**src/rtl/id_counter_if.sv**
```systemverilog
// Strobe/clock bundle between the DPLL loop filter, the ID counter and its consumers.
interface id_counter_if #(
    parameter int PEND_W = 4
);
    logic                     enable;
    logic                     carry;
    logic                     borrow;
    logic                     idOut;
    logic                     advPulse;
    logic                     retPulse;
    logic signed [PEND_W-1:0] pending;

    modport master (
        output enable, carry, borrow,
        input  idOut, advPulse, retPulse, pending
    );

    modport slave (
        input  enable, carry, borrow,
        output idOut, advPulse, retPulse, pending
    );
endinterface

```
**src/rtl/id_counter.sv**
```systemverilog
// Increment/decrement stage of the DPLL: turns loop-filter carry/borrow edges into
// one-cycle phase advances/retards of the divided recovered clock idOut.
module id_counter #(
    parameter int NOM_HALF = 4,
    parameter int PEND_W   = 4
) (
    input  logic       clk,
    input  logic       reset,
    id_counter_if.slave bus
);
    localparam int CW = $clog2(NOM_HALF + 2);
    localparam int SW = PEND_W + 2;

    // Last count index of each half-period flavour (length - 1).
    localparam logic [CW-1:0] LAST_ADV = CW'(NOM_HALF - 2);
    localparam logic [CW-1:0] LAST_NOM = CW'(NOM_HALF - 1);
    localparam logic [CW-1:0] LAST_RET = CW'(NOM_HALF);

    // Symmetric saturation: the most-negative code is never used.
    localparam logic signed [SW-1:0] SMAX = SW'((2 ** (PEND_W - 1)) - 1);
    localparam logic signed [SW-1:0] SMIN = -SMAX;

    typedef enum logic [1:0] {
        NOMINAL = 2'd0,
        ADV     = 2'd1,
        RET     = 2'd2
    } adj_t;

    adj_t                     adj, adj_nxt;
    logic [CW-1:0]            halfCnt, lastIdx;
    logic                     carryQ, borrowQ;
    logic                     cE, bE;
    logic                     boundary;
    logic                     consumeDec, consumeInc;
    logic signed [PEND_W-1:0] pend, pend_nxt;
    logic signed [SW-1:0]     sum;
    logic                     idOutR, advR, retR;

    assign cE = bus.carry & ~carryQ;
    assign bE = bus.borrow & ~borrowQ;

    // Half-period terminal count selected by the adjustment latched at the last boundary.
    always_comb begin
        lastIdx = LAST_NOM;
        case (adj)
            ADV:     lastIdx = LAST_ADV;
            RET:     lastIdx = LAST_RET;
            default: lastIdx = LAST_NOM;
        endcase
    end

    assign boundary = bus.enable && (halfCnt == lastIdx);

    // Next adjustment and pending-correction consumption, decided on the pre-update pending value.
    always_comb begin
        adj_nxt    = adj;
        consumeDec = 1'b0;
        consumeInc = 1'b0;
        if (boundary) begin
            if (!pend[PEND_W-1] && (pend != '0)) begin
                adj_nxt    = ADV;
                consumeDec = 1'b1;
            end else if (pend[PEND_W-1]) begin
                adj_nxt    = RET;
                consumeInc = 1'b1;
            end else begin
                adj_nxt = NOMINAL;
            end
        end
    end

    // Saturating accumulation of requests minus consumed corrections.
    always_comb begin
        sum = {{2{pend[PEND_W-1]}}, pend};
        if (cE && !bE)
            sum = sum + SW'(1);
        else if (bE && !cE)
            sum = sum - SW'(1);
        if (consumeDec)
            sum = sum - SW'(1);
        if (consumeInc)
            sum = sum + SW'(1);
        pend_nxt = sum[PEND_W-1:0];
        if (sum > SMAX)
            pend_nxt = SMAX[PEND_W-1:0];
        else if (sum < SMIN)
            pend_nxt = SMIN[PEND_W-1:0];
    end

    // Edge-detect history and pending accumulator run regardless of enable.
    always_ff @(posedge clk or negedge reset) begin
        if (!reset) begin
            carryQ  <= 1'b0;
            borrowQ <= 1'b0;
            pend    <= '0;
        end else begin
            carryQ  <= bus.carry;
            borrowQ <= bus.borrow;
            pend    <= pend_nxt;
        end
    end

    // Half-period counter, recovered clock and end-of-corrected-half strobes.
    always_ff @(posedge clk or negedge reset) begin
        if (!reset) begin
            halfCnt <= '0;
            idOutR  <= 1'b0;
            adj     <= NOMINAL;
            advR    <= 1'b0;
            retR    <= 1'b0;
        end else begin
            advR <= boundary && (adj == ADV);
            retR <= boundary && (adj == RET);
            adj  <= adj_nxt;
            if (boundary) begin
                halfCnt <= '0;
                idOutR  <= ~idOutR;
            end else if (bus.enable) begin
                halfCnt <= halfCnt + 1'b1;
            end
        end
    end

    assign bus.idOut    = idOutR;
    assign bus.advPulse = advR;
    assign bus.retPulse = retR;
    assign bus.pending  = pend;
endmodule
```
**src/flat_wrapper.sv**
```systemverilog
// flat-port wrapper written by rule: the top's interface ports become plain ports
module id_counter_flat 
#(
    parameter int NOM_HALF = 4,
    parameter int PEND_W   = 4
)
  (clk, reset, bus_enable, bus_carry, bus_borrow, bus_idOut, bus_advPulse, bus_retPulse, bus_pending);
  id_counter_if #(.PEND_W(PEND_W)) bus_i ();
  input  logic clk;
  input  logic reset;
  input wire logic [$bits(bus_i.enable)-1:0] bus_enable;
  input wire logic [$bits(bus_i.carry)-1:0] bus_carry;
  input wire logic [$bits(bus_i.borrow)-1:0] bus_borrow;
  output wire logic [$bits(bus_i.idOut)-1:0] bus_idOut;
  output wire logic [$bits(bus_i.advPulse)-1:0] bus_advPulse;
  output wire logic [$bits(bus_i.retPulse)-1:0] bus_retPulse;
  output wire logic [$bits(bus_i.pending)-1:0] bus_pending;
  assign bus_i.enable = bus_enable;
  assign bus_i.carry = bus_carry;
  assign bus_i.borrow = bus_borrow;
  assign bus_idOut = bus_i.idOut;
  assign bus_advPulse = bus_i.advPulse;
  assign bus_retPulse = bus_i.retPulse;
  assign bus_pending = bus_i.pending;
  id_counter #(.NOM_HALF(NOM_HALF), .PEND_W(PEND_W)) u_core (.clk(clk), .reset(reset), .bus(bus_i));
endmodule
```
**config.mk**
```make
export PLATFORM = sky130hd
export DESIGN_NAME = id_counter_flat
export DESIGN_NICKNAME = d
export VERILOG_FILES = /design/src/rtl/id_counter_if.sv /design/src/rtl/id_counter.sv /design/src/flat_wrapper.sv
export SDC_FILE = /design/constraint.sdc
export NUM_CORES = 1
export LEC_CHECK = 0
export ABC_AREA = 0
export CAP_MARGIN = 40
export CORE_MARGIN = 5
export CORE_UTILIZATION = 40
export CTS_BUF_LIST = sky130_fd_sc_hd__clkbuf_8
export CTS_CLUSTER_SIZE = 28
export DETAILED_ROUTE_END_ITERATION = 10
export PLACE_DENSITY_LB_ADDON = 0.25
export SLEW_MARGIN = 20
export SYNTH_ARGS = -nofsm -noshare
export SYNTH_HDL_FRONTEND = slang
export SYNTH_SLANG_ARGS = --single-unit
export TNS_END_PERCENT = 1
```
**constraint.sdc**
```tcl
create_clock -name clk -period 3.9 [get_ports clk]
set_clock_uncertainty 0.15 [all_clocks]
set_input_delay 0.78 -clock clk [delete_from_list [all_inputs] [get_ports clk]]
set_output_delay 0.78 -clock clk [all_outputs]
set_load 0.01 [all_outputs]
```
==> Word level (Yosys, flattened, before mapping) <==
Index checks and enable logic that the tools add are counted.
{ "word_totals": {"reg_bits": 14, "input_bits": 5} }
{ "op_classes": {"n_eq_ne": 3, "magnitude_cmp": 2, "muxes": 16, "bitwise": 5, "addsub": 5, "reduce_logical": 11} }
{ "op_table": {"columns": ["operator", "count"], "rows": [
  ["$mux 6", 4],
  ["$mux 4", 2],
  ["$add 6x2->6 const B", 1],
  ["$gt 6x4->1 const B", 1],
  ["$logic_and 1x1->1", 6],
  ["$lt 6x4->1 const B", 1],
  ["$mux 3", 2],
  ["$pmux 3 s2", 1],
  ["$sub 6x2->6 const B", 1],
  ["$add 4x2->5 const B", 1],
  ["$mux 1", 5],
  ["$sub 4x2->5 const B", 1],
  ["$mux 2", 2],
  ["$reduce_bool 4->1", 1],
  ["$add 3x1->3 const B", 1],
  ["$eq 3x3->1", 1],
  ["$logic_not 1->1", 3],
  ["$not 1->1", 3],
  ["$and 1x1->1", 2],
  ["$eq 2x1->1 const B", 1],
  ["$eq 2x2->1 const B", 1],
  ["$reduce_bool 2->1", 1]
]} }

==> Longest topological paths before layout <==
Gate-level depths: netlist (run 1).
{ "depth": {"word_depth": 13, "mapped_depth": 14} }

==> Least setup slack after synthesis (run 1) <==
No wires, ideal clock.
{ "synth_timing": {"path_type": "input to register", "from": "input bus_borrow", "to": "register u_core.pend[2], in the netlist u_core.bus.pending[2]", "setup_ns": 0.121, "arrival_time_ns": 3.012, "path_stages": 12, "path_buffers": 1, "slack_ns": 0.617, "cell_sequence": "nor2b_4 buf_6 xor2_1 xnor2_1 ha_1 mux2i_1 ha_1 nand3_1 o31ai_1 a22oi_1 o21a_1 o22a_1"} }
{ "synth_between": {"elab_chain_cells": 11, "elab_cells_between_ends": 14, "cone_classes": "2 x add/sub; 2 x order compare; 6 x mux; 1 x bitwise; 3 x reduce/logical"} }
{ "synth_lines": {"columns": ["element", "line_no", "text"], "rows": [
  ["from (decl)", "flat_wrapper.sv:13", "input wire logic [$bits(bus_i.borrow)-1:0] bus_borrow;"],
  ["$and 1x1->1 *", "id_counter.sv:40", "assign bE = bus.borrow & ~borrowQ;"],
  ["$logic_and 1x1->1 / $logic_not 1->1 (equally long branches)", "id_counter.sv:77, id_counter.sv:75", null],
  ["$mux 6 / $logic_and 1x1->1 (equally long branches)", "id_counter.sv:77, id_counter.sv:75", null],
  ["$mux 6 *", "id_counter.sv:75", "if (cE && !bE)"],
  ["$sub 6x2->6", "id_counter.sv:80", "sum = sum - SW'(1);"],
  ["$mux 6 *", "id_counter.sv:79", "if (consumeDec)"],
  ["$add 6x2->6", "id_counter.sv:82", "sum = sum + SW'(1);"],
  ["$mux 6 *", "id_counter.sv:81", "if (consumeInc)"],
  ["$lt 6x4->1", "id_counter.sv:86", "else if (sum < SMIN)"],
  ["$mux 4", "id_counter.sv:86", null],
  ["$mux 4 *", "id_counter.sv:84", "if (sum > SMAX)"],
  ["named net u_core.pend_nxt[2]", "id_counter.sv:35", "logic signed [PEND_W-1:0] pend, pend_nxt;"],
  ["to (signal assigned)", "id_counter.sv:99", "pend <= pend_nxt;"],
  ["to (decl)", "id_counter.sv:35", null]
]} }
Mark *: on every way through the listed nets, which the timed path passes. The rest lies on a longest branch.
A chain may end at the register's enable or synchronous reset.

==> Final worst setup path (run 1) <==
{ "layout_timing": {"from": "input bus_carry", "to": "register u_core.pend[2], in the netlist u_core.bus.pending[2]"} }
{ "layout_between": {"elab_chain_cells": 12, "elab_cells_between_ends": 14, "cone_classes": "2 x add/sub; 2 x order compare; 6 x mux; 1 x bitwise; 3 x reduce/logical"} }
{ "layout_lines": {"columns": ["element", "line_no", "text"], "rows": [
  ["from (decl)", "flat_wrapper.sv:12", "input wire logic [$bits(bus_i.carry)-1:0] bus_carry;"],
  ["$and 1x1->1 *", "id_counter.sv:39", "assign cE = bus.carry & ~carryQ;"],
  ["$logic_not 1->1", "id_counter.sv:77", "else if (bE && !cE)"],
  ["$logic_and 1x1->1", "id_counter.sv:77", null],
  ["$mux 6", "id_counter.sv:77", null],
  ["$mux 6 *", "id_counter.sv:75", null],
  ["$sub 6x2->6", "id_counter.sv:80", null],
  ["$mux 6 *", "id_counter.sv:79", null],
  ["$add 6x2->6", "id_counter.sv:82", null],
  ["$mux 6 *", "id_counter.sv:81", null],
  ["$lt 6x4->1", "id_counter.sv:86", null],
  ["$mux 4", "id_counter.sv:86", null],
  ["$mux 4 *", "id_counter.sv:84", null],
  ["named net u_core.pend_nxt[2]", "id_counter.sv:35", null]
]} }
Marks and branches as above.

==> summary.txt, run 1 <==
Cells and area
  • Number of nets in the layout: 134
  • # fillers: 231
  • Register area: 350 µm²
  • Synthesis-to-finish area growth: 17.5%
  • Antenna diodes: 0
  • Ratio of cells with drive above 1 in the final layout: 12.5%
  • Multi-input logic area: 629 µm²

Critical path
  • Slack of the worst reg-to-reg path: 670 ps
  • R2r endpoint: u_core.bus.pending[2]
  • Worst R2R Path Depth: 12
  • CP Launch Type: primary input
  • CP Cell Sequence: clkdlybuf4s50_1, nand2b_4, mux2_1, mux2_4, ha_1, mux2i_1, ha_1, nand3_1, o31ai_1, a22oi_1, o21a_1, o22a_1
  • Slowest cell on the critical path: clkdlybuf4s50_1
  • Largest fanout on the critical path: 8
  • Crit path max-delay family: compound AO/OA/AOI/OAI gates
  • CP arrival: 3580 ps
  • Critical path endpoint category: flop
  • Required @ worst endpoint: 3880 ps
  • Most frequent CP cell: ha_1
  • Critical path class: primary input to flop
  • Crit path buffers/inverters: 1
  • Worst path max stage delay: 520 ps
  • Crit Reg-Reg Startpoint: u_core.bus.pending[0]

Drt
  • DRT antenna net count: 0
  • DRC violations left: 0
  • Drt total wl: 2080 µm
  • Routed wire per std cell: 13.9 µm
  • DRT iter0 DRCs: 66
  • Vias/cell: 5.55
  • DRT Pass-1 Iters: 4
  • Via count: 833

Synthesis
  • YS warnings: 0
  • Count of cell types in the netlist: 41
  • Cells after Synth: 108
  • Top cell type's share of synthesized area: 33.5%
  • Synth top cells by count: 14 x dfrtp_1, 8 x ha_1, 8 x inv_1, 8 x nand2_1
  • Avg Cell Area, Syn: 9.67 µm²
  • Number of synthesized register bits: 14
  • Ys flop type: dfrtp_1
  • Sequential fraction of the synthesis area: 33.5%
  • Ys async rst share: 100%
  • Cell taking the most area after synthesis: dfrtp_1
  • Mapped Nets: 121
  • Cell area after synthesis: 1040 µm²
  • Synth area leaders: dfrtp_1 34%, ha_1 9.6%, xnor2_1 5.0%
  • Most common cell in the netlist: dfrtp_1
  • EDFF count, synth: 0

GRT
  • Largest net degree at the start of global routing: 15
  • Grt total ovfl: 0
  • Gr usage total: 12.9%
  • Number of global-route vias before repair: 760
  • First-pass GRT wire length: 3530 µm
  • Initial antenna violation count: 0

CTS
  • Post-CTS sizing: 0
  • Hold_buf cts: 0
  • Num CTS Buffers: 3
  • H-tree depth: 1
  • CTS root buf: clkbuf_8
  • Clock latency at the later pin of the worst-skew pair: 240 ps
  • Clk slew on worst S/H paths: 60 ps
  • Max clock buf depth: 2
  • Clk sinks: 14
  • CTS tree: yes
  • Post-CTS Setup Repair Bufs: 0

Timing
  • Final Hold Vio Count: 0
  • Final Slew Violations: 0
  • Hold slack final: 335 ps
  • Slew Limit Headroom: 59.9%
  • Endpoints failing setup: 0
  • TNS Setup: 0 ps
  • Peak Freq: 277 MHz
  • Unrepaired setup endpoints after global routing: false
  • Worst-Margin Slew: 599 ps
  • Crit share post-route: 92.5%
  • Min cycle time layout: 3610 ps

Floorplan
  • Core area: 2480 µm²
  • Top Ports: 12
  • Die X-Extent: 61.1 µm
  • Initial core utilization: 42.2%
  • Die H: 61.1 µm
  • # rows: 18
  • Die area: 3730 µm²

Min path
  • Hold path depth: 1
  • Hold endpoint: u_core.bus.idOut
  • HP Class: flop to flop
  • Min-delay src: u_core.bus.idOut

Power
  • Switching Fraction: 41.8%
  • Internal power: 585 µW
  • Clock share of power: 13.7%
  • PD cells: 819 nW/µm²
  • Sw Pwr: 420 µW
  • Logic gate share of total power: 60.2%
  • Sequential fraction of design power: 26.1%
  • Leakage power: 0.549 nW
  • Max VDD drop: 425 µV

Placed design
  • I/O Buffers: 11
  • DPL Wire Length: 1650 µm
  • RePlAce Congestion: 0.842

Job
  • Max Cap Viol: 0

Outcome
  • Outcome: finished clean
-- power by group through the flow --
stage	logic, mW	registers [mW]	clock network, mW
floorplan	0.436	0.259	0
global placement	0.584	0.260	0
detailed placement	0.607	0.263	0
CTS	0.612	0.261	0.144
global route	0.677	0.274	0.155
finish	0.604	0.262	0.138
-- logic make-up (layout without fill, tap and decap cells) --
group,count (synthesis),after routing,share of synthesized area [%]
and+or+nand+nor,28,28,15.9
AOI/OAI and AO/OA,27,27,18.2
DFF,14,14,33.5
buffers and inverters,13,25,6.23
xor gates and xnor gates,12,12,10.1
adders and majority gates,8,8,9.58
muxes,6,6,6.47
-- area by class of cell --
| type | count | area share, % |
|---|---|---|
| clock buffer | 4 | 4.49 |
| inverter | 8 | 2.45 |
| multi-input combinational | 81 | 51.3 |
| sequential | 14 | 28.5 |
| tap | 30 | 3.06 |
| timing repair buffer | 13 | 10.2 |
-- per-stage QoR --
step                      power, mW  utilization [%]  instance area, µm²  cells  worst slack, ps
after global routing           1.11             49.5                1230    150              143
after global placement        0.844             47.3                1170    146             81.2
final                          1.00             49.5                1230    150              292
after floorplan               0.695                -                1040    108              617
after detailed placement      0.870             47.3                1170    146             40.3
after CTS                      1.02             49.5                1230    150              299
-- registers in the layout, summed over array words and instances, names as in the netlist --
name,cells
u_core.carryQ,1
u_core.halfCnt,3
u_core.adj,2
u_core.bus.retPulse,1
u_core.bus.advPulse,1
u_core.bus.idOut,1
u_core.borrowQ,1
u_core.bus.pending,4
-- how the worst max path moves through the flow --
stage | end | from | depth (start not counted) | slack [ps]
floorplan | u_core.bus.pending[2] | bus_borrow | 12 | 620
global placement | u_core.bus.pending[2] | bus_carry | 12 | 80
detailed placement | u_core.bus.pending[2] | bus_carry | 12 | 40
CTS | u_core.bus.pending[2] | bus_carry | 12 | 300
global route | u_core.bus.pending[2] | bus_carry | 12 | 140
finish | u_core.bus.pending[2] | bus_carry | 12 | 290
-- cell usage in the layout, fill, tap and decap left out, types with 4 or more instances in the layout --
cell type,count
dfrtp_1,14
ha_1,8
clkbuf_8,4
nand3_1,5
clkdlybuf4s50_1,11
inv_1,8
xor2_1,6
xnor2_1,6
nand2_1,8
-- metal layers --
metal  routed length (µm)  track usage (%)  vias up  part of all wire, %
met1                  956             17.2      400                   46
met2                 1000             20.8       20                   48
met4                   38             5.57        0                  1.8
met3                   81             1.89        5                  3.9
li1                     -                -      408                    -
met5                    0                0        -                    0
-- worst register-to-register path, cell delays in order (launching register included) --
cell	delay, ps
dfrtp_1	410
inv_1	90
ha_1	320
mux2_1	300
mux2_4	300
ha_1	320
mux2i_1	160
ha_1	170
nand3_1	90
o31ai_1	220
a22oi_1	180
o21a_1	220
o22a_1	180
Note: power is estimated with default switching activity, not from simulation.
==> run 2, diff against run 1 <==
- GPL_ROUTABILITY_DRIVEN: not set -> 0
==> results of run 2 <==
Final layout, timing and power as in run 1 (identical DEF).
